[src/rtl/dsi_pkt_protect.sv]
// DSI transmit packet protection: byte-clock divider, header ECC and payload CRC.
// Everything runs on pclk; dsi_clk is a registered output only.
module dsi_pkt_protect #(
  parameter int unsigned DIV_HALF = 1,
  parameter logic [15:0] CRC_SEED = 16'hFFFF
) (
  input  logic        pclk,
  input  logic        dsi_rst,
  output logic        dsi_clk,
  input  logic        hdr_valid,
  input  logic [23:0] hdr_data,
  output logic [7:0]  ecc,
  output logic        ecc_done,
  input  logic        crc_start,
  input  logic        byte_valid,
  input  logic [7:0]  byte_data,
  input  logic        crc_last,
  output logic [15:0] crc,
  output logic        crc_done
);

  localparam int unsigned CNT_W  = 8;
  localparam int unsigned HDR_W  = 24;
  localparam int unsigned PAR_W  = 6;
  localparam int unsigned ECC_W  = 8;
  localparam int unsigned CRC_W  = 16;
  localparam int unsigned BYTE_W = 8;

  localparam logic [CNT_W-1:0] CNT_LAST = CNT_W'(DIV_HALF - 1);
  localparam logic [CRC_W-1:0] CRC_POLY = 16'h8408;

  // ---------------------------------------------------------------------------
  // Clock divider: toggle dsi_clk every DIV_HALF pclk edges.
  // ---------------------------------------------------------------------------
  logic [CNT_W-1:0] div_cnt;
  logic [CNT_W-1:0] div_cnt_nxt;
  logic             dsi_clk_nxt;

  always_comb begin
    div_cnt_nxt = div_cnt + CNT_W'(1);
    dsi_clk_nxt = dsi_clk;
    if (div_cnt == CNT_LAST) begin
      div_cnt_nxt = '0;
      dsi_clk_nxt = ~dsi_clk;
    end
  end

  always_ff @(posedge pclk or negedge dsi_rst) begin
    if (!dsi_rst) begin
      div_cnt <= '0;
      dsi_clk <= 1'b0;
    end else begin
      div_cnt <= div_cnt_nxt;
      dsi_clk <= dsi_clk_nxt;
    end
  end

  // ---------------------------------------------------------------------------
  // Header ECC: 6-bit Hamming parity over DI + WC.
  // ---------------------------------------------------------------------------
  function automatic logic [PAR_W-1:0] hdr_parity(input logic [HDR_W-1:0] d);
    logic [PAR_W-1:0] p;
    p[0] = d[0]  ^ d[1]  ^ d[2]  ^ d[4]  ^ d[5]  ^ d[7]  ^ d[10] ^
           d[11] ^ d[13] ^ d[16] ^ d[20] ^ d[21] ^ d[22] ^ d[23];
    p[1] = d[0]  ^ d[1]  ^ d[3]  ^ d[4]  ^ d[6]  ^ d[8]  ^ d[10] ^
           d[12] ^ d[14] ^ d[17] ^ d[20] ^ d[21] ^ d[22] ^ d[23];
    p[2] = d[0]  ^ d[2]  ^ d[3]  ^ d[5]  ^ d[6]  ^ d[9]  ^ d[11] ^
           d[12] ^ d[15] ^ d[18] ^ d[20] ^ d[21] ^ d[22];
    p[3] = d[1]  ^ d[2]  ^ d[3]  ^ d[7]  ^ d[8]  ^ d[9]  ^ d[13] ^
           d[14] ^ d[15] ^ d[19] ^ d[20] ^ d[21] ^ d[23];
    p[4] = d[4]  ^ d[5]  ^ d[6]  ^ d[7]  ^ d[8]  ^ d[9]  ^ d[16] ^
           d[17] ^ d[18] ^ d[19] ^ d[20] ^ d[22] ^ d[23];
    p[5] = d[10] ^ d[11] ^ d[12] ^ d[13] ^ d[14] ^ d[15] ^ d[16] ^
           d[17] ^ d[18] ^ d[19] ^ d[21] ^ d[22] ^ d[23];
    return p;
  endfunction

  logic [ECC_W-1:0] ecc_nxt;
  logic             ecc_done_nxt;

  always_comb begin
    ecc_nxt      = ecc;
    ecc_done_nxt = 1'b0;
    if (hdr_valid) begin
      ecc_nxt      = {2'b00, hdr_parity(hdr_data)};
      ecc_done_nxt = 1'b1;
    end
  end

  always_ff @(posedge pclk or negedge dsi_rst) begin
    if (!dsi_rst) begin
      ecc      <= '0;
      ecc_done <= 1'b0;
    end else begin
      ecc      <= ecc_nxt;
      ecc_done <= ecc_done_nxt;
    end
  end

  // ---------------------------------------------------------------------------
  // Payload CRC: reflected x^16+x^12+x^5+1, one byte folded per cycle.
  // ---------------------------------------------------------------------------
  function automatic logic [CRC_W-1:0] crc_fold(input logic [CRC_W-1:0] c,
                                                input logic [BYTE_W-1:0] d);
    logic [CRC_W-1:0] r;
    logic             fb;
    r = c;
    for (int i = 0; i < int'(BYTE_W); i++) begin
      fb = r[0] ^ d[i];
      r  = {1'b0, r[CRC_W-1:1]} ^ (fb ? CRC_POLY : '0);
    end
    return r;
  endfunction

  logic [CRC_W-1:0] crc_acc;
  logic [CRC_W-1:0] crc_base;
  logic [CRC_W-1:0] crc_post;
  logic [CRC_W-1:0] crc_acc_nxt;
  logic [CRC_W-1:0] crc_nxt;
  logic             crc_done_nxt;

  // crc_start overrides the accumulator so a byte on the same cycle folds onto the seed.
  always_comb begin
    crc_base     = crc_start ? CRC_SEED : crc_acc;
    crc_post     = byte_valid ? crc_fold(crc_base, byte_data) : crc_base;
    crc_acc_nxt  = crc_post;
    crc_nxt      = crc;
    crc_done_nxt = 1'b0;
    if (crc_last) begin
      crc_acc_nxt  = CRC_SEED;
      crc_nxt      = crc_post;
      crc_done_nxt = 1'b1;
    end
  end

  always_ff @(posedge pclk or negedge dsi_rst) begin
    if (!dsi_rst) begin
      crc_acc  <= CRC_SEED;
      crc      <= '0;
      crc_done <= 1'b0;
    end else begin
      crc_acc  <= crc_acc_nxt;
      crc      <= crc_nxt;
      crc_done <= crc_done_nxt;
    end
  end

endmodule

[config.mk]
export PLATFORM = sky130hd
export DESIGN_NAME = dsi_pkt_protect
export DESIGN_NICKNAME = d
export VERILOG_FILES = /design/src/rtl/dsi_pkt_protect.sv
export SDC_FILE = /design/constraint.sdc
export NUM_CORES = 1
export LEC_CHECK = 0
export CAP_MARGIN = 20
export CORE_MARGIN = 2
export CORE_UTILIZATION = 52
export CTS_BUF_LIST = sky130_fd_sc_hd__clkbuf_16
export DETAILED_ROUTE_END_ITERATION = 10
export PLACE_DENSITY = 0.81
export SLEW_MARGIN = 20
export SYNTH_ARGS = -nofsm -noshare
export SYNTH_HDL_FRONTEND = slang
export SYNTH_SLANG_ARGS = --single-unit
[constraint.sdc]
create_clock -name pclk -period 2.4 [get_ports pclk]
set_input_delay 0.6 -clock pclk [delete_from_list [all_inputs] [get_ports pclk]]
set_output_delay 0.6 -clock pclk [all_outputs]
set_load 0.01 [all_outputs]
==> results.toml <==
[clocking]
cts_hold_buf = 0
cts_num_sinks = 49
max-clock-path-buffers = 2
postCtsSetupBuffers = 0
numCtsBuffers = 5
clk_pin_slew_ps = 60
htree_levels = 2
clock-root-buffer = "clkbuf_16"
cts_tree = "yes"
clock_latency_ps = 290
cts-resized-gates = 0

[sta]
slew_headroom = 0.5108
finalCriticalPeriod_ps = 2221
finalCritPeriodShare = 0.9254
fin_setup_tns_ps = 0
max_freq_mhz = 450.2
final.setup.worst_slack_ps = 179.0
hold_ws_ps = 370.4
worst_pin_slew_ps = 733.8
grt_setup_unrepaired = "false"
hold_violations = 0
skew_ps = 3.062
drv_slew = 0
setup_violations = 0

[placement]
dp_worst_setup_slack_ps = -144.5
dp_hpwl_um = 5238
place_congestion = 0.8245
numPortBuffers = 62
postPlaceCellArea_sq_um = 3964

[yosys]
syn_area_sq_um = 3139
yosysMostFrequentCell = "xnor2_1"
async_reset_ff_frac = 1.000
yosysSeqAreaShare = 0.3970
synthDistinctLibCells = 46
synth_commonest_cells = "38 x xnor2_1, 34 x nand2_1, 33 x dfrtp_1"
ys_ff_latch = 49
syn_inst = 300
synth-edff-count = 0
syn_area_per_cell_sq_um = 10.46
synth_area_leaders = "dfrtp_1 26%, dfstp_2 13%, xnor2_1 11%, xnor3_1 8.6%, nand2_1 4.1%"
synth_top_cell_by_area = "dfrtp_1"
synth_top_cell_area_share = 0.2631
ys_warn_count = 0
synth-main-ff-cell = "dfrtp_1"

[worst_setup_path]
endpoint_kind = "flip-flop"
cp-start-kind = "input pin"
worstPathRequired_ps = 2570
reg2reg_depth = 5
path_max_fanout = 2
crit_type = "input pin to flip-flop"
timing.rr.end = "dsi_clk$_DFFE_PN0N_"
crit_arrival_ps = 2390
r2r-start = "div_cnt[0]$_DFF_PN0_"
r2r_slack_ps = 600

[floorplan]
die_y_um = 81.70
io_pins = 65
die_w_um = 81.70
coreArea_sq_um = 5886
rows = 28
dieArea_sq_um = 6675
start_util = 0.5334

[finish]
utilization = 0.7020
fin_area_sq_um = 4131
n_antenna_cell = 0
areaGrowthSynthToFinish_pct = 31.61
n_fill_cell = 437
drive_above_1_share = 0.1852
finalNetCount = 417

[route]
first_pass_iters = 5
drc = 0
wl_per_cell_um = 15.41
drt_iter0_drc = 153
vias = 2465
vias_per_cell = 5.442
wl_um = 6980
ant_nets = 0

[grt]
overflow = 0
grt_pass1_wl_um = 11570
first_global_vias = 2511
grt_max_degree = 41
grt_usage = 0.2247
antenna_found_initial = 0

[hold_path]
worstHoldPathType = "input pin to asynchronous set/reset pin"

[power_and_ir_drop]
leakagePower_nw = 1.760
worst_ir_drop_vdd_mv = 0.4216
cellPowerDensity_nw_per_um2 = 673.1

[job]
maxCapViolations = 0

[run_status]
status = "finished, final reports clean"
==> cells in the final DEF, fill, tap and decap left out, types with 12 or more instances in the layout <==
master / netlist / final
xor2_1: 12 / 12
clkdlybuf4s50_1: 0 / 61
xnor2_1: 38 / 38
dfstp_2: 16 / 16
o21ai_0: 23 / 23
nor2_1: 14 / 14
dfrtp_1: 33 / 33
buf_4: 4 / 27
xnor3_1: 12 / 12
nand2_1: 34 / 34
==> sequential cells by signal (all words and copies together), names as in the netlist <==
register  cells
crc          16
crc_acc      16
crc_done      1
div_cnt       8
dsi_clk       1
ecc           6
ecc_done      1
==> per-stage QoR <==
step / total power (W) / cells
floorplan: 0.001586 / 301
global placement: 0.001974 / 445
detailed placement: 0.002010 / 445
CTS: 0.002801 / 453
global route: 0.002936 / 453
finish: 0.002781 / 453
==> cell type report <==
class	instances	area, sq um	area share
clock buffers	5	125.1	0.03028
well taps	75	93.84	0.02271
multi-input cells	226	1767	0.4276
clock inverters	3	42.54	0.01030
flip-flops and latches	49	1246	0.3016
repair buffers	90	838.3	0.2029
inverters	5	18.77	0.004543
==> report_power, final <==
group | leakage, nW | internal (W) | total, W | switching, W
clock network | 0.0852 | 0.000490 | 0.000788 | 0.000298
registers | 0.566 | 0.000958 | 0.00104 | 0.0000837
logic | 1.11 | 0.000579 | 0.000951 | 0.000372
total | 1.76 | 0.00203 | 0.00278 | 0.000754
==> metal layers <==
| metal | wire (um) | GRT usage | part of all wire | vias to the layer above |
|---|---|---|---|---|
| li1 | - | - | - | 1195 |
| met1 | 3043 | 0.2903 | 0.44 | 1198 |
| met2 | 3526 | 0.3943 | 0.51 | 65 |
| met3 | 347 | 0.03956 | 0.050 | 7 |
| met4 | 63 | 0.05333 | 0.0090 | 0 |
| met5 | 0 | 0 | 0 | - |
==> how the worst max path moves through the flow <==
stage            startpoint                 end  slack (ps)  cells after the start
6_report       hdr_data[20]  ecc[2]$_DFFE_PN0P_         180                      7
5_1_grt        hdr_data[20]  ecc[2]$_DFFE_PN0P_          80                      7
4_1_cts         hdr_data[7]  ecc[3]$_DFFE_PN0P_         150                      5
3_5_place_dp    hdr_data[7]  ecc[3]$_DFFE_PN0P_        -140                      5
3_3_place_gp   hdr_data[20]  ecc[4]$_DFFE_PN0P_         -40                      5
2_1_floorplan  hdr_data[20]  ecc[4]$_DFFE_PN0P_         490                      4
==> kinds of logic (layout without fill, tap and decap cells) <==
logic type	after synthesis	count (layout)	share of synthesized area
AOI/OAI and AO/OA	71	71	0.1487
xor gates and xnor gates	67	67	0.2615
adders and majority gates	2	2	0.007970
buffers and inverters	26	103	0.04145
DFF	49	49	0.3970
muxes	8	8	0.02870
other	1	2	0.001195
and+or+nand+nor	76	76	0.1136
==> worst max-delay path: stages <==
cell             delay (ps)
clkdlybuf4s50_1         420
buf_4                   150
xnor2_1                 330
buf_4                   180
xnor2_1                 130
xnor3_1                 320
mux2_2                  260
Note: power is estimated with default switching activity, not from simulation.
